$ cat src/rtl/counter_event_monitor.sv
// counter_event_monitor: flags wrap/match/jump on the upstream count and queues timestamped records (match needs COUNTER_EVENT_MONITOR_MATCH_EN).
// Latency: a record raised at edge k is at the head one cycle later when the queue was empty.
// Backpressure: valid/ready drain; a full queue with no pop discards the new record and sets sticky dropped.
module counter_event_monitor #(
   parameter int Size       = 5,
   parameter int StampWidth = 16,
   parameter int Depth      = 4,
   parameter int WrapWidth  = 8
) (
   input  logic                  clock,
   input  logic                  reset,
   input  logic [Size-1:0]       count,
   input  logic [Size-1:0]       compare,
   input  logic                  clear,
   output logic                  event_valid,
   input  logic                  event_ready,
   output logic [2:0]            event_flags,
   output logic [Size-1:0]       event_value,
   output logic [StampWidth-1:0] event_stamp,
   output logic [WrapWidth-1:0]  wrap_total,
   output logic                  dropped
);
   localparam int AddrWidth = $clog2(Depth);
   localparam logic [Size-1:0]       CountOne = Size'(1);
   localparam logic [StampWidth-1:0] StampOne = StampWidth'(1);
   localparam logic [WrapWidth-1:0]  WrapOne  = WrapWidth'(1);
   localparam logic [AddrWidth:0]    PtrOne   = (AddrWidth+1)'(1);

   typedef struct packed {
      logic [2:0]            flags;
      logic [Size-1:0]       value;
      logic [StampWidth-1:0] stamp;
   } rec_t;

   logic [StampWidth-1:0] stamp;
   logic [Size-1:0]       prev_count;
   logic                  prev_valid;
   logic                  wrap_det;
   logic                  jump_det;
   logic                  match_det;
   logic                  push_vld;
   rec_t                  push_dat;
   rec_t                  head_dat;

   rec_t                  mem [Depth];
   logic [AddrWidth:0]    wr_ptr;
   logic [AddrWidth:0]    rd_ptr;
   logic                  fifo_empty;
   logic                  fifo_full;
   logic                  pop;
   logic                  do_write;

   // prev_valid gates everything so the first edge after reset only primes prev_count.
   assign wrap_det = prev_valid && (prev_count == '1) && (count == '0);
   assign jump_det = prev_valid && (count != prev_count) && (count != prev_count + CountOne);

`ifdef COUNTER_EVENT_MONITOR_MATCH_EN
   assign match_det = prev_valid && (count == compare) && (count != prev_count);
`else
   logic unused_compare;
   assign unused_compare = ^compare;
   assign match_det      = 1'b0;
`endif

   always_comb begin
      push_dat       = '0;
      push_dat.flags = {jump_det, match_det, wrap_det};
      push_dat.value = count;
      push_dat.stamp = stamp;
      push_vld       = wrap_det || jump_det || match_det;
   end

   assign fifo_empty = (wr_ptr == rd_ptr);
   assign fifo_full  = (wr_ptr[AddrWidth] != rd_ptr[AddrWidth]) &&
                       (wr_ptr[AddrWidth-1:0] == rd_ptr[AddrWidth-1:0]);
   assign pop        = !fifo_empty && event_ready;
   // A pop frees the head slot at the same edge, so a full queue still accepts the push.
   assign do_write   = push_vld && (!fifo_full || pop);

   assign head_dat    = mem[rd_ptr[AddrWidth-1:0]];
   assign event_valid = !fifo_empty;
   assign event_flags = head_dat.flags;
   assign event_value = head_dat.value;
   assign event_stamp = head_dat.stamp;

   always_ff @(posedge clock or posedge reset) begin
      if (reset) begin
         stamp      <= '0;
         prev_count <= '0;
         prev_valid <= 1'b0;
         wr_ptr     <= '0;
         rd_ptr     <= '0;
         wrap_total <= '0;
         dropped    <= 1'b0;
         for (int i = 0; i < Depth; i++) begin
            mem[i] <= '0;
         end
      end else begin
         stamp      <= stamp + StampOne;
         prev_count <= count;
         prev_valid <= 1'b1;

         if (do_write) begin
            mem[wr_ptr[AddrWidth-1:0]] <= push_dat;
            wr_ptr                     <= wr_ptr + PtrOne;
         end
         if (pop) begin
            rd_ptr <= rd_ptr + PtrOne;
         end

         if (clear) begin
            wrap_total <= '0;
         end else if (wrap_det && (wrap_total != '1)) begin
            wrap_total <= wrap_total + WrapOne;
         end

         if (clear) begin
            dropped <= 1'b0;
         end else if (push_vld && !do_write) begin
            dropped <= 1'b1;
         end
      end
   end

endmodule

$ cat config.mk
export PLATFORM = sky130hd
export DESIGN_NAME = counter_event_monitor
export DESIGN_NICKNAME = d
export VERILOG_FILES = /design/src/rtl/counter_event_monitor.sv
export SDC_FILE = /design/constraint.sdc
export NUM_CORES = 1
export LEC_CHECK = 0
export CORE_ASPECT_RATIO = 1.5
export CORE_MARGIN = 4
export CORE_UTILIZATION = 55
export DETAILED_ROUTE_END_ITERATION = 8
export HOLD_SLACK_MARGIN = 0.1
export PLACE_DENSITY = 0.76
export SLEW_MARGIN = 25
export SYNTH_ARGS = -nofsm -noshare
export SYNTH_HDL_FRONTEND = slang
export SYNTH_SLANG_ARGS = --single-unit
$ cat constraint.sdc
create_clock -name clock -period 12.6 [get_ports clock]
set_clock_uncertainty 0.1 [all_clocks]
set_input_delay 3.15 -clock clock [delete_from_list [all_inputs] [get_ports clock]]
set_output_delay 3.15 -clock clock [all_outputs]
set_load 0.05 [all_outputs]
==> impl_metrics.py <==
metrics = {
    "critical_path": {
        "cp-startpoint": "rd_ptr[0]$_DFFE_PP0P_",
        "critical_path_required_ns": 9.35,
        "r2r_slack_ns": 9.33,
        "path_cells": "buf_4, mux4_2, clkdlybuf4s50_1",
        "cpLargestDelayFamily": "buffers and inverters",
        "r2r-start": "prev_count[0]$_DFF_PP0_",
        "cp_num_cells": 3,
        "worst-path-buf-inv": 2,
        "cp-start-kind": "flop",
        "cp.arrival_ns": 2.67,
        "rr_worst_depth": 9,
        "cpPeakStageDelay_ns": 0.72,
        "crit_end": "event_stamp[7]",
        "slowest_stage": "clkdlybuf4s50_1",
        "path_max_fanout": 23,
        "cp-end-kind": "output port",
        "r2r-end": "mem[13]$_DFFE_PP0P_",
        "critPathKind": "flop to output port",
    },
    "routing": {
        "first_iter_violations": 206,
        "via_per_inst": 5.68,
        "drc": 0,
        "wire_per_inst_um": 18.7,
        "drtAntennaViolNets": 0,
        "drtPass1Iterations": 4,
        "vias": 3410,
        "routed_wl_um": 11200,
    },
    "run_status": {
        "outcome": "completed",
    },
    "final_layout": {
        "n_fill_cell": 743,
        "diodes": 0,
        "fin_cells": 600,
        "postLayoutCoreUtil": 0.669,
        "layout.nets": 473,
        "fin_area_um2": 6890,
        "area_growth_pct": 17.4,
        "layout-drive-gt1-share": 0.305,
    },
    "floorplanning": {
        "die_area_um2": 12400,
        "placementRows": 45,
        "io_pins": 48,
        "core-area_um2": 10300,
        "die_height_um": 135,
        "initial_utilization": 0.570,
        "die_w_um": 92.3,
    },
    "power": {
        "powerDensity_nw_per_um2": 223,
        "seqPwrFrac": 0.356,
        "p_int_mw": 1.01,
        "comb_power_share": 0.365,
        "irDropWorstVdd_mv": 0.102,
        "p_leak_nw": 3.01,
        "total_power_mw": 1.53,
        "sw_frac_of_total": 0.339,
        "power.share.clock": 0.279,
        "p_switching_uw": 520,
    },
    "global_routing": {
        "grt_pass1_vias": 3772,
        "grt_overflow": 0,
        "grt_max_degree": 89,
        "grt_first_pass_wirelength_um": 18900,
        "antenna_found_initial": 0,
        "grt_usage": 0.197,
    },
    "timing": {
        "hold_slack_ns": 0.383,
        "worst_pin_slew_ns": 0.757,
        "final-hold-violation-count": 0,
        "setup_slack_ns": 6.68,
        "min_period_over_period": 0.470,
        "post-route-min-period_ns": 5.92,
        "rsz0062_at_grt": "false",
        "fmax_mhz": 169,
        "slew_headroom": 0.495,
        "final-setup-viol-count": 0,
        "fin_setup_tns_ns": 0,
        "final-max-slew-violation-count": 0,
    },
    "synthesis": {
        "seq_area_frac_synth": 0.550,
        "synth.distinct_cells": 40,
        "synth-seq-cells": 129,
        "ys_top_cells_by_area": "dfrtp_1 55%, mux2_2 14%, mux4_2 8.8%",
        "synth_top_area_share": 0.550,
        "synthCells": 403,
        "synth_warnings": 0,
        "syn-cell-area_um2": 5870,
        "synth.avg_cell_area_um2": 14.6,
        "synth_fp_nets": 426,
        "synth_top_area_cell": "dfrtp_1",
    },
    "clock_tree": {
        "cts_htree_levels": 4,
        "clock_sinks": 129,
        "clock_path_buffers": 2,
        "hold_buffers": 0,
        "ctsResizeCount": 0,
        "cts_tree": "built",
        "path_clk_slew_ns": 0.05,
        "cts_buffers": 17,
        "clk_latency_ns": 0.40,
        "cts-root-buf": "clkbuf_16",
        "post_cts_buffers": 0,
    },
    "run": {
        "drv_cap": 0,
    },
    "placed_design": {
        "post-dp-hpwl_um": 6920,
        "gp_congestion": 0.748,
        "placed_area_um2": 6370,
        "io_buffers": 41,
        "dp_cells": 572,
        "place_ws_ns": 6.43,
    },
    "hold_path": {
        "hold_path_class": "flop to flop",
    },
}
synthesized netlist by cell type:
master / number
dfrtp_1: 129
mux2_2: 74
mux4_2: 23
xnor2_1: 23
nand2_1: 17
mux2_1: 12
nand3_1: 11
nor2_1: 11
xor2_1: 11
ha_1: 9
a21oi_1: 8
buf_6: 8
inv_1: 6
nor3_1: 5
a22o_1: 4
a31oi_1: 4
and3_1: 4
clkbuf_1: 4
nor3b_2: 4
o21ai_0: 4
or3_1: 4
and2b_1: 3
buf_1: 3
buf_4: 3
nand4_1: 3
conb_1: 2
and2_1: 1
and2b_4: 1
and4_1: 1
buf_2: 1
clkbuf_2: 1
mux2i_1: 1
nand2b_1: 1
nor4_1: 1
nor4b_4: 1
nor4bb_1: 1
o211ai_1: 1
o31ai_2: 1
o32ai_1: 1
or2b_1: 1
power groups by stage:
stage          clock network [mW]  registers (mW)  logic, mW
4_1_cts                     0.437           0.547      0.568
6_report                    0.428           0.546      0.560
2_1_floorplan                   0           0.536      0.441
5_1_grt                     0.455           0.556      0.598
3_5_place_dp                    0           0.553      0.565
3_3_place_gp                    0           0.545      0.554
final cells by class:
class / count / area (µm²) / area share
Sequential cell: 129 / 3230 / 0.469
Multi-Input combinational cell: 248 / 2470 / 0.359
Clock buffer: 21 / 480 / 0.0697
Timing Repair Buffer: 48 / 467 / 0.0677
Tap cell: 141 / 176 / 0.0256
Clock inverter: 7 / 37.5 / 0.00545
Inverter: 6 / 25.0 / 0.00363
how the worst min path moves through the flow:
stage,startpoint,end,slack [ns],cells after the start
2_1_floorplan,mem[26]$_DFFE_PP0P_,mem[26]$_DFFE_PP0P_,0.35,1
3_3_place_gp,mem[17]$_DFFE_PP0P_,mem[17]$_DFFE_PP0P_,0.36,1
3_5_place_dp,mem[17]$_DFFE_PP0P_,mem[17]$_DFFE_PP0P_,0.37,1
4_1_cts,mem[17]$_DFFE_PP0P_,mem[17]$_DFFE_PP0P_,0.39,1
5_1_grt,mem[7]$_DFFE_PP0P_,mem[7]$_DFFE_PP0P_,0.41,1
6_report,mem[17]$_DFFE_PP0P_,mem[17]$_DFFE_PP0P_,0.38,1
cell families (layout without fill, tap and decap cells):
group / Yosys count / count (layout) / share of synthesized area
xor+xnor: 34 / 34 / 0.0507
other cells: 2 / 2 / 0.00128
fa+ha+maj: 9 / 9 / 0.0192
compound gates: 23 / 23 / 0.0254
flops: 129 / 129 / 0.550
simple gates: 70 / 70 / 0.0691
buf+inv: 26 / 82 / 0.0292
mux: 110 / 110 / 0.255
flip-flops by register name, summed over array words and instances, names as in the netlist:
name        flops
dropped         1
mem            92
wrap_total      8
prev_count      5
stamp          16
wr_ptr          3
prev_valid      1
rd_ptr          3
placed cells by master (no fill, tap or decap), types with 2 or more instances in the layout:
cell             Yosys  routed
xor2_1              11      11
nand2_1             17      17
a31oi_1              4       4
inv_1                6       5
clkbuf_16            0      17
nand4_1              3       3
a22o_1               4       4
and2b_1              3       3
or3_1                4       4
dfrtp_1            129     129
clkbuf_8             0       4
conb_1               2       2
and3_1               4       4
mux2_1              12      12
ha_1                 9       9
nand3_1             11      11
buf_4                3       6
nor3_1               5       5
clkinv_2             0       6
o21ai_0              4       4
nor2_1              11      11
xnor2_1             23      23
clkdlybuf4s50_1      0      41
mux2_2              74      74
a21oi_1              8       8
nor3b_2              4       3
mux4_2              23      23
routing by layer:
layer / up-vias / GRT usage / share of wire
met5: - / 0 / 0
met4: 0 / 0.0785 / 0.014
met3: 17 / 0.0440 / 0.024
met2: 64 / 0.346 / 0.54
met1: 1786 / 0.235 / 0.42
li1: 1543 / - / -
(Power assumes the default switching activity.)
